--- src/rtl/cache_write_ctrl.sv ---
// Direct-mapped, write-back, write-allocate cache controller: one request at a time,
// one word per line, dirty lines written back to a synchronous RAM on eviction.
module cache_write_ctrl #(
  parameter int unsigned ADDR_W  = 5,
  parameter int unsigned DATA_W  = 8,
  parameter int unsigned IDX_W   = 2,
  parameter int unsigned MEM_LAT = 1
) (
  input  logic              CLOCK_50,
  input  logic              reset,
  input  logic              req_valid,
  input  logic              req_we,
  input  logic [ADDR_W-1:0] req_addr,
  input  logic [DATA_W-1:0] req_wdata,
  output logic              req_ready,
  output logic              rsp_valid,
  output logic              rsp_hit,
  output logic [DATA_W-1:0] rsp_rdata,
  output logic [ADDR_W-1:0] mem_addr,
  output logic              mem_we,
  output logic [DATA_W-1:0] mem_wdata,
  input  logic [DATA_W-1:0] mem_rdata,
  output logic [7:0]        hit_cnt,
  output logic [7:0]        miss_cnt
);

  localparam int unsigned LINES = 2 ** IDX_W;
  localparam int unsigned TAG_W = ADDR_W - IDX_W;
  localparam int unsigned CNT_W = $clog2(MEM_LAT + 2);

  typedef enum logic [2:0] {StIdle, StLookup, StWb, StFill, StResp} state_e;

  state_e              state_q;
  logic                we_q;
  logic [ADDR_W-1:0]   addr_q;
  logic [DATA_W-1:0]   wdata_q;
  logic                hit_q;
  logic [CNT_W-1:0]    fill_cnt_q;
  logic [LINES-1:0]    valid_q;
  logic [LINES-1:0]    dirty_q;
  logic [TAG_W-1:0]    tag_q  [LINES];
  logic [DATA_W-1:0]   data_q [LINES];

  logic [IDX_W-1:0]    idx;
  logic [TAG_W-1:0]    req_tag;
  logic                lookup_hit;

  assign idx        = addr_q[IDX_W-1:0];
  assign req_tag    = addr_q[ADDR_W-1:IDX_W];
  assign lookup_hit = valid_q[idx] && (tag_q[idx] == req_tag);
  assign req_ready  = (state_q == StIdle);

  // Gating with reset keeps an in-flight write-back from reaching the RAM.
  always_comb begin
    mem_we    = (state_q == StWb) && !reset;
    mem_addr  = '0;
    mem_wdata = '0;
    if (state_q == StWb) begin
      mem_addr  = {tag_q[idx], idx};
      mem_wdata = data_q[idx];
    end else if (state_q == StFill) begin
      mem_addr  = addr_q;
    end
  end

  always_ff @(posedge CLOCK_50) begin
    if (reset) begin
      state_q    <= StIdle;
      we_q       <= 1'b0;
      addr_q     <= '0;
      wdata_q    <= '0;
      hit_q      <= 1'b0;
      fill_cnt_q <= '0;
      valid_q    <= '0;
      dirty_q    <= '0;
      for (int i = 0; i < LINES; i++) begin
        tag_q[i]  <= '0;
        data_q[i] <= '0;
      end
      rsp_valid  <= 1'b0;
      rsp_hit    <= 1'b0;
      rsp_rdata  <= '0;
      hit_cnt    <= '0;
      miss_cnt   <= '0;
    end else begin
      rsp_valid <= 1'b0;
      unique case (state_q)
        StIdle: begin
          if (req_valid) begin
            we_q    <= req_we;
            addr_q  <= req_addr;
            wdata_q <= req_wdata;
            state_q <= StLookup;
          end
        end
        StLookup: begin
          hit_q      <= lookup_hit;
          fill_cnt_q <= '0;
          if (lookup_hit) begin
            if (we_q) begin
              data_q[idx]  <= wdata_q;
              dirty_q[idx] <= 1'b1;
            end
            if (hit_cnt != 8'hFF) hit_cnt <= hit_cnt + 8'd1;
            state_q <= StResp;
          end else begin
            if (miss_cnt != 8'hFF) miss_cnt <= miss_cnt + 8'd1;
            state_q <= (valid_q[idx] && dirty_q[idx]) ? StWb : StFill;
          end
        end
        StWb: state_q <= StFill;
        StFill: begin
          // RAM data is valid on the last of the MEM_LAT+1 address cycles.
          if (fill_cnt_q == CNT_W'(MEM_LAT)) begin
            valid_q[idx] <= 1'b1;
            tag_q[idx]   <= req_tag;
            data_q[idx]  <= we_q ? wdata_q : mem_rdata;
            dirty_q[idx] <= we_q;
            state_q      <= StResp;
          end else begin
            fill_cnt_q <= fill_cnt_q + 1'b1;
          end
        end
        StResp: begin
          rsp_valid <= 1'b1;
          rsp_hit   <= hit_q;
          rsp_rdata <= data_q[idx];
          state_q   <= StIdle;
        end
        default: state_q <= StIdle;
      endcase
    end
  end

endmodule

--- config.mk ---
export PLATFORM = sky130hd
export DESIGN_NAME = cache_write_ctrl
export DESIGN_NICKNAME = d
export VERILOG_FILES = /design/src/rtl/cache_write_ctrl.sv
export SDC_FILE = /design/constraint.sdc
export NUM_CORES = 1
export LEC_CHECK = 0
export BUFFER_PORTS_ARGS = -buffer_cell sky130_fd_sc_hd__buf_2
export CELL_PAD_IN_SITES_DETAIL_PLACEMENT = 0
export CELL_PAD_IN_SITES_GLOBAL_PLACEMENT = 1
export CORE_MARGIN = 8
export CORE_UTILIZATION = 40
export DETAILED_ROUTE_END_ITERATION = 7
export PLACE_DENSITY = 0.82
export SETUP_SLACK_MARGIN = 0.5
export SYNTH_ARGS = -nofsm -noshare
export SYNTH_HDL_FRONTEND = slang
export SYNTH_SLANG_ARGS = --single-unit
--- constraint.sdc ---
create_clock -name CLOCK_50 -period 2.5 [get_ports CLOCK_50]
set_input_delay 0.125 -clock CLOCK_50 [delete_from_list [all_inputs] [get_ports CLOCK_50]]
set_output_delay 0.125 -clock CLOCK_50 [all_outputs]
set_load 0.05 [all_outputs]
* Yosys cells after proc, flatten, opt, wreduce, memory -nomap -nowiden
Memories as Yosys holds them, arrays and structs flattened. A register that Yosys moved wholly into a read port is not among the register bits.
Index checks and enable logic that the tools add are counted.
W data, S select, Z words.
** Word-level totals
- Bits in writable memories :: 44
- Input port bits :: 25
- Latch bits :: 0
- Logic and storage cells :: 98
- ROM bits :: 0
- Flip-flop bits (word level) :: 54
- Memories kept :: 2
** Operators by class
- Magnitude comparators :: 2
- Mux-type cells :: 45
- $add $sub $neg :: 3
- Equal/unequal tests :: 13
- Bitwise logic cells :: 4
- Shift-type cells :: 0
- Multipliers :: 0
- Div/mod/pow operators :: 0
- Reduce and logical (&&, ||, !) cells :: 16
** Memories
- data_q :: depth 4, bits a word 8, rd ports 1, clocked after Yosys merged registers in 1, write ports 4, RTL line 42 : logic [DATA_W-1:0] data_q [LINES];
- tag_q :: depth 4, bits a word 3, rd ports 1, clocked after Yosys merged registers in 1, write ports 4, RTL line 41 : logic [TAG_W-1:0] tag_q [LINES];
** Operators with widths (number)
- $mux W8 :: 4
- $mux W1 :: 18
- $add A8 B1 Y8 const B :: 2
- $ne A8 B8 Y1 const B :: 2
- $mux W2 :: 7
- $mux W3 :: 4
- $mux W4 :: 3
- $pmux W3 S4 :: 1
- $mux W5 :: 2
- $ne A2 B2 Y1 const B :: 4
- $or A4 B4 Y4 :: 2
- $pmux W4 S2 :: 1
- $reduce_and A2 Y1 :: 4
- $reduce_or A8 Y1 :: 1
- $eq A3 B2 Y1 const B :: 2
- $reduce_and A3 Y1 :: 2
- $bmux W1 S2 :: 2
- $bwmux W4 :: 1
- $logic_and A1 B1 Y1 :: 4
- $pmux W2 S2 :: 1
- $reduce_and A4 Y1 :: 1
- $eq A3 B1 Y1 const B :: 1
- $eq A3 B3 Y1 :: 1
- $eq A3 B3 Y1 const B :: 1
- 12 further kinds :: 12

* Depth between registers and ports, before layout
Gate-level depths: netlist of the first run.
- Word-level depth :: 10
- Mapped depth :: 7
- Gate-level depth less buffers :: 6

* Worst setup path before layout of the first run
OpenSTA, ideal clock, no wires.
- Path type :: register -> register
- Start :: register (tool-made name)
- End :: register hit_cnt[4]
- Arrival :: 2.514 ns
- Setup time :: 0.070 ns
- Clock period less this slack :: 2.584 ns
- Required time :: 2.430 ns
- Buffers on the path :: 2
- Setup slack :: -0.084 ns
- Stages on the path, launching flop included :: 8
- Cells stage by stage :: dfxtp_1 -> buf_6 -> mux4_2 -> xor2_1 -> or4_4 -> buf_6 -> or4_1 -> a21oi_1
** RTL lines
- to (signal assigned) :: RTL line 104 : if (hit_cnt != 8'hFF) hit_cnt <= hit_cnt + 8'd1;
- to (decl) :: RTL line 23 : output logic [7:0] hit_cnt,

==> impl_metrics.csv, run 1 <==
group,metric,value,unit
outcome,status,"complete, no violations",
worst_setup_path,worstSetupStartpointType,"register",
synthesis,synth_cell_type_count,52,
timing,finalSetupViolCount,0,
route,routed_via_density,5.673,
power,internal_power,2.910,mW
placed_design,dp_hpwl,8164,microns
worst_setup_path,cp.required,2.54,ns
synthesis,synth-edff-count,44,
synthesis,ys_warn_count,0,
clock_tree,root_buffer,"clkbuf_16",
grt,grt_pass1_wl,18400,microns
worst_setup_path,arrival,2.41,ns
power,p_switching,1.330,mW
layout,n_fill_cell,931,
clock_tree,numCtsBuffers,9,
power,p_leak,2.478,nW
placed_design,io_buffers,65,
clock_tree,cts_hold_buf,0,
worst_setup_path,crit_path_max_incr_delay,0.57,ns
timing,slew_headroom,34.83,%
worst_setup_path,critical_path_class,"reg -> reg",
worst_setup_path,slowest_stage,"mux4_2",
grt,antenna_found_initial,0,
grt,grt.overflow.total,0,
power,combPwrFrac,23.5,%
floorplan,core,0.01137,sq mm
worst_setup_path,timing.rr.end,"data_q[3][7]",
clock_tree,clk_path_buf_depth,2,
timing,maxSlewViolCount,0,
grt,grt_usage,15.27,%
timing,finalHoldViolCount,0,
layout,diodes,0,
worst_setup_path,cpMostUsedCell,"buf_6",
worst_setup_path,rrSetupSlack,0.14,ns
floorplan,fp.dieW,123.8,microns
synthesis,synth.avg_cell_area,10.34,sq um
layout,nets,563,
route,wirelength,12660,microns
synthesis,ys_seq_area_share,52.59,%
min_path,whs_endpoint,"wdata_q[6]",
min_path,hold_path_depth,3,
synthesis,async_reset_ff_share,0,%
timing,period_needed,2.363,ns
timing,rsz0062_at_grt,"true",
synthesis,synthesis.instances,449,
grt,grt_pass1_vias,3683,
floorplan,die_y,123.8,microns
clock_tree,cts_sinks,100,
worst_setup_path,worstPathMaxFanout,8,
floorplan,ioPinCount,66,
synthesis,ys.flop_type,"dfxtp_1",
synthesis,ys_ff_latch,100,
floorplan,initial_utilization,40.85,%
floorplan,die_area,0.01532,sq mm
route,drtIter0Drc,408,
route,wl_per_cell,18.53,microns
route,first_pass_iters,4,
timing,skew,0.007017,ns
power,power_frac_clock,32.8,%
layout,drive_above_1_share,41.48,%
timing,worst_pin_slew,0.9739,ns
placed_design,gp_congestion,0.7952,
job,maxCapViolations,0,
route,drcViolationCount,0,
clock_tree,cts_tree,"built",
floorplan,rows,39,
timing,fin_tns_setup,0,ns
min_path,worst_hold_path_type,"in -> reg",
timing,fin_ws,0.1373,ns
worst_setup_path,reg2reg_depth,7,
worst_setup_path,crit_chain,"mux4_2 -> xor2_4 -> buf_6 -> nor4_4 -> buf_6 -> buf_12 -> a31o_4",
clock_tree,cts.htree.levels,3,
power,power_density,648.4,mW/mm^2
timing,fmax,0.4233,GHz
timing,fin_crit_sh,94.51,%
layout,syn_to_final_growth,40.79,%
grt,grt_max_degree,68,
power,seq_power_share,43.7,%
clock_tree,insertion_delay,0.34,ns
synthesis,synth_nets,477,
clock_tree,clk_pin_slew_worst_paths,0.07,ns
layout,seqCellArea,0.002446,sq mm
power,peakVddDrop,355.7,uV
min_path,hold_start,"req_wdata[6]",
route,vias,3875,
layout,multi_input_area,0.002794,sq mm
worst_setup_path,worst_setup_path_end_kind,"register",
route,drtAntennaViolNets,0,
power,swShare,31.36,%
placed_design,detailedPlace.worstSlack,0.04536,ns
synthesis,syn-cell-area,0.004644,sq mm
## flip-flops by register name (all words and copies together), names as in the netlist, named ones only
| signal | cells |
|---|---|
| valid_q | 4 |
| addr_q | 5 |
| hit_q | 1 |
| rsp_valid | 1 |
| state_q | 3 |
| rsp_hit | 1 |
| fill_cnt_q | 2 |
| wdata_q | 8 |
| tag_q | 12 |
| we_q | 1 |
| rsp_rdata | 8 |
| miss_cnt | 8 |
| data_q | 32 |
| dirty_q | 4 |
| hit_cnt | 8 |
## repair_timing
action / CTS / global route
setup buffers: 13 / 3
setup endpoints to repair: 96 / 95
gates resized for setup: 48 / 97
pin swaps: 20 / 49
cloned: 0 / 4
## through the flow
step                      utilization (%)  std cells  power, mW  hold WS (ns)  cell area, sq um
after floorplan                         -        449      2.411        0.2610              4765
after global placement              46.43        647      2.627        0.3701              5279
after detailed placement            46.43        647      2.645        0.3704              5279
after CTS                           52.03        676      4.132      0.008363              5916
after global routing                57.51        683      4.390       0.01428              6539
final                               57.51        683      4.240       0.01612              6539
## cells by family after synthesis
group | after synthesis | synth area share, %
compound gates | 79 | 10.24
xor+xnor | 3 | 0.5658
fa+ha+maj | 3 | 0.8083
buf+inv | 41 | 3.960
flops | 100 | 52.59
mux | 27 | 9.860
simple gates | 196 | 21.98
## synthesized netlist by cell type, types with 3 or more instances
library cell  count  share of area [%]
a211oi_1          5               0.81
a21o_1            5               0.81
a21oi_1          38                4.1
a31oi_1           3               0.40
and2_1           17                2.3
and3_1           11                1.5
buf_1             5               0.40
clkbuf_1         20                1.6
dfxtp_1          56                 24
edfxtp_1         44                 28
ha_1              3               0.81
inv_1            11               0.89
mux2_2            3               0.73
mux2i_1          11                2.4
mux4_1            5                2.8
mux4_2            7                3.4
nand2_1          60                4.8
nand2b_1          6               0.81
nand3_1          10                1.1
nor2_1           21                1.7
nor2b_1           6               0.81
nor3_1           25                2.7
nor3b_1           4               0.65
nor4_1           13                1.8
o21ai_0           9               0.97
o31ai_1           7                1.1
or2_2             3               0.40
or3_1             3               0.40
or4_1             7                1.1
xor2_1            3               0.57
## critical path, delay by kind of cell, from the launching register on
family          cells  cell delay (ns)
simple gates        1             0.27
compound gates      1             0.22
buf+inv             3             0.43
xor+xnor            1             0.19
flops               1             0.38
mux                 1             0.57
## layer usage
layer,routed length [microns],track usage [%]
met1,5221,18.90
met2,6395,25.92
met3,831,3.445
met4,209,4.816
met5,0,0
## power by group through the flow
stage | clock (mW) | sequential [mW] | combinational [mW]
global placement | 0 | 1.87 | 0.754
floorplan | 0 | 1.88 | 0.529
global route | 1.47 | 1.86 | 1.06
detailed placement | 0 | 1.88 | 0.767
CTS | 1.41 | 1.85 | 0.878
finish | 1.39 | 1.85 | 0.996
## cells in the final DEF, fill, tap and decap left out, drive strengths merged, types with 11 or more instances in the layout
master  instances
buf           102
nand2          60
dfxtp          56
edfxtp         44
a21oi          38
nor3           26
nor2           21
and2           18
nor4           15
inv            13
clkbuf         13
mux4           13
and3           11
mux2i          11
## layout make-up
| cell class | count | share of cell area (%) |
|---|---|---|
| Timing Repair Buffer | 105 | 12.06 |
| Clock inverter | 6 | 0.9376 |
| Tap cell | 143 | 2.736 |
| Multi-Input combinational cell | 308 | 42.73 |
| Sequential cell | 100 | 37.41 |
| Clock buffer | 10 | 3.502 |
| Inverter | 11 | 0.6315 |
## how the worst max path moves through the flow
stage	from	endpoint	slack (ns)	cells after the start
CTS	register	data_q[1][4]	0.15	8
floorplan	register	hit_cnt[7]	0.08	7
detailed placement	register	data_q[0][5]	0.05	7
finish	register	data_q[3][7]	0.14	7
global route	register	data_q[3][3]	0.08	7
global placement	register	hit_cnt[3]	0.09	5
(Power assumes the default switching activity.)
==> inputs of run 2 (changes only) <==
--- a/config.mk
+++ b/config.mk
@@ -11,6 +11,7 @@
 export CORE_MARGIN = 8
 export CORE_UTILIZATION = 40
 export DETAILED_ROUTE_END_ITERATION = 7
+export GPL_TIMING_DRIVEN = 0
 export PLACE_DENSITY = 0.82
 export SETUP_SLACK_MARGIN = 0.5
 export SYNTH_ARGS = -nofsm -noshare
==> run 2 against run 1 <==
Power is 0.85% higher. First-iteration DRC count shrank 20%. Cell count grew 4.1%. Sequential power about the same. Wire length is 8.9% higher. Clock skew increased by 0.0030 ns. Maximum frequency shrank 5.5%. Clock power barely moved. Critical path depth increased by 2. Clock-buffer cell count increased by 4. Core utilization up 0.30 points. Sequential share of layout area decreased by 0.19 points. Critical endpoint is now data_q[1][7]. Highest routed layer unchanged.
==> impl_metrics.csv, run 2 (synthesis gave the netlist of run 1 again) <==
group,metric,value,unit
outcome,status,"complete, no violations",
route,routed_via_density,5.615,
clock_tree,cts_sinks,100,
route,drtAntennaViolNets,0,
route,wl_met3,899,microns
layout,biggestRegsByFlops,"data_q x32, tag_q x12",
worst_setup_path,arrival,2.56,ns
floorplan,core,0.01137,sq mm
layout,largest_reg_flops,32,
timing,hold_slack,0.01345,ns
layout,stdcell_area,0.006573,sq mm
placed_design,io_buffers,64,
timing,rsz0062_at_grt,"true",
route,vias,3992,
layout,nets,591,
route,drcViolationCount,0,
timing,period_needed,2.499,ns
layout,layout_common_cells,"buf_2, nand2_1, dfxtp_1",
clock_tree,numCtsBuffers,9,
grt,grt_max_degree,17,
clock_tree,clk_pin_slew_worst_paths,0.07,ns
timing,fin_crit_sh,99.96,%
layout,regMostFlops,"data_q",
grt,grt.overflow.total,0,
worst_setup_path,worstPathMaxFanout,8,
grt,antenna_found_initial,0,
power,peakVddDrop,344.4,uV
grt,grt_pass1_vias,3945,
clock_tree,clk_path_buf_depth,2,
floorplan,fp.dieW,123.8,microns
floorplan,initial_utilization,40.85,%
layout,final_common_cell,"buf_2",
timing,fmax,0.4002,GHz
worst_setup_path,cp.required,2.56,ns
grt,grt_pass1_wl,20980,microns
layout,drive_above_1_share,41.37,%
clock_tree,cts.htree.levels,3,
timing,maxSlewViolCount,0,
grt,grt_usage,17.94,%
timing,slew_headroom,29.01,%
power,power_density,650.6,mW/mm^2
min_path,worst_hold_path_type,"in -> reg",
layout,syn_to_final_growth,41.51,%
power,p_leak,2.425,nW
floorplan,die_area,0.01532,sq mm
timing,finalSetupViolCount,0,
floorplan,ioPinCount,66,
placed_design,dp_hpwl,8865,microns
route,wl_met2,6899,microns
timing,worst_pin_slew,1.065,ns
placed_design,placed_cell_area,0.005264,sq mm
layout,n_fill_cell,951,
worst_setup_path,worst_setup_path_end_kind,"register",
clock_tree,root_buffer,"clkbuf_16",
timing,finalHoldViolCount,0,
route,wirelength,13790,microns
floorplan,die_y,123.8,microns
power,total_power,4.276,mW
route,wl_per_cell,19.39,microns
clock_tree,cts_tree,"built",
worst_setup_path,worstSetupStartpointType,"register",
placed_design,gp_congestion,0.8159,
clock_tree,cts_hold_buf,0,
route,wl_met1,5652,microns
route,first_pass_iters,5,
route,highest_layer,"met4",
timing,skew,0.01005,ns
route,drtIter0Drc,327,
floorplan,rows,39,
job,maxCapViolations,0,
layout,diodes,0,
worst_setup_path,critical_path_class,"reg -> reg",
clock_tree,insertion_delay,0.34,ns
[run 2: cell count changes in the layout (fill, tap and decap cells not counted), moves of 6 or more]
cell      previous run  this run
clkbuf_1             1        15
clkbuf_8             0         7
nor3_2               9        16
nor3_4              12         5
nor4_4              15         8
nor4_2               0         6
[run 2: power breakdown]
part | switching, mW | internal (mW) | total (mW)
registers | 0.0748 | 1.78 | 1.85
logic | 0.656 | 0.398 | 1.05
clock network | 0.609 | 0.762 | 1.37
total | 1.34 | 2.94 | 4.28
[run 2: through the flow]
stage / util [%] / TNS, ns / std cells / setup slack (ns)
2_1_floorplan: - / 0 / 449 / 0.08357
3_3_place_gp: 46.30 / -8.704 / 656 / -0.2724
3_5_place_dp: 46.30 / -10.13 / 656 / -0.2980
4_1_cts: 54.62 / 0 / 696 / 0.001942
5_1_grt: 57.81 / -0.3856 / 711 / -0.04727
6_report: 57.81 / 0 / 711 / 0.001080
[run 2: final timing paths]
check               start           end  slack [ns]  cells past startpoint
min reg2reg         hit_q       rsp_hit        0.46                      2
max reg2reg      register  data_q[1][7]       0.001                      9
max              register  data_q[1][7]       0.001                      9
min          req_wdata[3]    wdata_q[3]        0.01                      3
[run 2: cell type report]
class	count	area (sq um)	area share, %
Multi-Input combinational cell	308	2665	40.55
Sequential cell	100	2446	37.22
Timing Repair Buffer	103	748.2	11.38
Clock buffer	14	274.0	4.169
Buffer	30	202.7	3.084
Tap cell	143	178.9	2.722
Inverter	11	41.29	0.6282
Clock inverter	2	16.27	0.2475
[run 2: repair_timing]
| item | 4_1_cts | 5_1_grt |
|---|---|---|
| gates resized for setup | 92 | 58 |
| pin swaps | 49 | 12 |
| setup buffers | 20 | 15 |
| cloned | 4 | 0 |
| endpoints found under the setup margin | 106 | 114 |
[run 2: layer usage]
metal	vias to the layer above	track usage [%]
li1	1879	-
met1	1924	21.54
met2	164	30.55
met3	25	3.536
met4	0	8.051
met5	-	0
[run 2: critical path: stages, from the launching register on]
cell and delay [ns]:
dfxtp_4 0.37, buf_12 0.11, mux4_2 0.55, xor2_4 0.30, nor4_4 0.09, buf_6 0.15
nor2_4 0.30, buf_8 0.18, buf_12 0.11, nor4_4 0.03
==> inputs of run 3 (changes only) <==
--- a/config.mk
+++ b/config.mk
@@ -5,11 +5,12 @@
 export SDC_FILE = /design/constraint.sdc
 export NUM_CORES = 1
 export LEC_CHECK = 0
+export ABC_AREA = 1
 export BUFFER_PORTS_ARGS = -buffer_cell sky130_fd_sc_hd__buf_2
 export CELL_PAD_IN_SITES_DETAIL_PLACEMENT = 0
 export CELL_PAD_IN_SITES_GLOBAL_PLACEMENT = 1
 export CORE_MARGIN = 8
-export CORE_UTILIZATION = 40
+export CORE_UTILIZATION = 38
 export DETAILED_ROUTE_END_ITERATION = 7
 export GPL_TIMING_DRIVEN = 0
 export PLACE_DENSITY = 0.82
==> run 3 against run 2 <==
Flip-flop and latch count unchanged. Sequential power increased by 4%. Clock skew increased by 0.0012 ns. First-iteration DRC count decreased by 21%. Cell count increased by 13%. Sequential share of layout area increased by 6.1 points. Clock-buffer cell count decreased by 4. Setup slack improved by 0.54 ns. Power increased by 9.7%. Largest power group unchanged.
==> impl_metrics.csv, run 3 <==
group,metric,value,unit
worst_setup_path,crit_chain,"inv_4 -> buf_8 -> nand2_1 -> nand3_2 -> nand2_1 -> nand2_1 -> nand2_1 -> nor2_2 -> nand3_2 -> nand2_4 -> buf_6 -> o21ai_0 -> inv_2",
min_path,whs_endpoint,"wdata_q[6]",
clock_tree,numCtsBuffers,9,
layout,post-route-util,47.33,%
synthesis,synth-edff-count,44,
worst_setup_path,worstSetupStartpointType,"register",
grt,grt_max_degree,20,
clock_tree,clk_pin_slew_worst_paths,0.07,ns
route,routed_via_density,5.138,
synthesis,async_reset_ff_share,0,%
clock_tree,clk_path_buf_depth,2,
synthesis,synthTopCellsByCount,"nand2_1, nor2_1, inv_1, dfxtp_1, a21oi_1",
min_path,hold_path_depth,3,
route,first_pass_iters,5,
worst_setup_path,crit_cells,13,
clock_tree,cts_tree,"built",
power,power_density,828.2,mW/mm^2
layout,diodes,0,
floorplan,rows,40,
worst_setup_path,cpLargestDelayFamily,"simple AND/OR/NAND/NOR gates",
route,drcViolationCount,0,
grt,grt_usage,15.74,%
placed_design,gp_congestion,0.8085,
timing,worst_pin_slew,0.7726,ns
synthesis,synth_cell_type_count,31,
timing,rsz0062_at_grt,"true",
timing,maxSlewViolCount,0,
synthesis,synth.avg_cell_area,8.135,sq um
floorplan,die_y,126.3,microns
grt,grt.overflow.total,0,
grt,grt_pass1_wl,19980,microns
power,peakVddDrop,454.4,uV
worst_setup_path,critical_path_class,"reg -> reg",
grt,grt_pass1_vias,4062,
synthesis,synthTopCellsByArea,"edfxtp_1, dfxtp_1, nand2_1",
power,total_power,4.689,mW
clock_tree,cts.htree.levels,3,
timing,slew_headroom,48.49,%
synthesis,ys_seq_area_share,52.86,%
timing,fmax,0.5107,GHz
layout,multi_input_area,0.001932,sq mm
floorplan,core,0.01196,sq mm
layout,biggestRegsByFlops,"data_q x32, tag_q x12",
synthesis,syn-cell-area,0.004621,sq mm
worst_setup_path,slowest_stage,"dfxtp_4",
layout,layout_common_cells,"nand2_1, nor2_1, buf_2",
worst_setup_path,worstPathMaxFanout,8,
clock_tree,insertion_delay,0.36,ns
clock_tree,cts_hold_buf,0,
job,maxCapViolations,0,
layout,stdcell_area,0.005662,sq mm
synthesis,yosysTopAreaCell,"edfxtp_1",
synthesis,ys.flop_type,"dfxtp_1",
layout,syn_to_final_growth,22.53,%
timing,fin_crit_sh,78.33,%
worst_setup_path,cp.buffers_inverters,4,
floorplan,die_area,0.01594,sq mm
synthesis,yosysMostFrequentCell,"nand2_1",
outcome,status,"complete, no violations",
floorplan,ioPinCount,66,
layout,seqCellArea,0.002450,sq mm
layout,regMostFlops,"data_q",
worst_setup_path,cpMostUsedCell,"nand2_1",
timing,finalHoldViolCount,0,
synthesis,synth_top_area_share,28.59,%
route,wl_per_cell,15.47,microns
route,drtIter0Drc,257,
route,vias,4136,
grt,antenna_found_initial,0,
worst_setup_path,reg2reg_depth,13,
placed_design,dp_hpwl,9070,microns
route,wirelength,12450,microns
timing,period_needed,1.958,ns
floorplan,fp.dieW,126.3,microns
worst_setup_path,crit_path_max_incr_delay,0.37,ns
worst_setup_path,timing.rr.end,"data_q[3][6]",
floorplan,initial_utilization,38.63,%
layout,final_common_cell,"nand2_1",
clock_tree,root_buffer,"clkbuf_16",
timing,skew,0.01126,ns
layout,layoutNonFillerInstCount,805,
layout,n_fill_cell,1167,
synthesis,ys_warn_count,0,
placed_design,io_buffers,64,
worst_setup_path,arrival,2.00,ns
worst_setup_path,rrSetupSlack,0.54,ns
power,p_leak,2.449,nW
min_path,worst_hold_path_type,"in -> reg",
layout,largest_reg_flops,32,
layout,drive_above_1_share,20.52,%
synthesis,synth_nets,596,
clock_tree,cts_sinks,100,
timing,fin_tns_setup,0,ns
placed_design,placed_cell_area,0.005125,sq mm
synthesis,synthesis.instances,568,
worst_setup_path,worst_setup_path_end_kind,"register",
timing,finalSetupViolCount,0,
min_path,hold_start,"req_wdata[6]",
placed_design,place_inst,779,
synthesis,ys_ff_latch,100,
worst_setup_path,cp.required,2.54,ns
layout,nets,681,
route,drtAntennaViolNets,0,
run 3: area by class of cell:
cell class | instances | area share (%)
Tap cell | 147 | 3.249
Multi-Input combinational cell | 386 | 34.12
Buffer | 21 | 2.320
Sequential cell | 100 | 43.27
Clock buffer | 10 | 4.044
Clock inverter | 6 | 0.9945
Timing Repair Buffer | 74 | 7.823
Inverter | 61 | 4.177
run 3: how the worst max path moves through the flow:
stage / from / endpoint / slack (ns)
global route: register / data_q[3][6] / 0.48
CTS: register / data_q[2][4] / 0.46
floorplan: register / data_q[0][0] / 0.59
detailed placement: register / data_q[2][4] / 0.18
finish: register / data_q[3][6] / 0.54
global placement: register / data_q[2][6] / 0.15
run 3: report_power, final:
group	internal, mW	switching [mW]	total [mW]	leakage (nW)
sequential	1.85	0.0816	1.93	0.911
clock	0.697	0.649	1.35	0.137
combinational	0.425	0.992	1.42	1.40
run 3: worst register-to-register path, cell delays in order, from the launching register on:
cell     delay (ns)
dfxtp_4        0.37
inv_4          0.07
buf_8          0.12
nand2_1        0.07
nand3_2        0.08
nand2_1        0.08
nand2_1        0.06
nand2_1        0.06
nor2_2         0.13
nand3_2        0.11
nand2_4        0.10
buf_6          0.10
o21ai_0        0.09
inv_2          0.21
run 3: what timing repair did:
action | CTS | global route
setup buffers | 3 | 7
gates resized for setup | 27 | 36
pin swaps | 2 | 4
setup endpoints to repair | 47 | 83
run 3: routing by layer:
metal  wire length, microns  track usage, %
met5                      0               0
met4                    272           6.723
met3                   1053           4.810
met2                   5707           25.17
met1                   5418           19.27
run 3: cells by family (layout without fill, tap and decap cells):
kind of cell	after synthesis	after routing	synth area share [%]
compound gates	110	110	12.97
xor+xnor	10	10	1.895
buf+inv	82	172	7.094
flops	100	100	52.86
fa+ha+maj	3	3	0.8124
simple gates	263	263	24.37
run 3: metrics by stage:
stage	setup slack, ns	hold WS, ns
2_1_floorplan	0.5906	0.3183
3_3_place_gp	0.1507	0.4120
3_5_place_dp	0.1826	0.4183
4_1_cts	0.4556	0.06024
5_1_grt	0.4754	0.07609
6_report	0.5418	0.06470
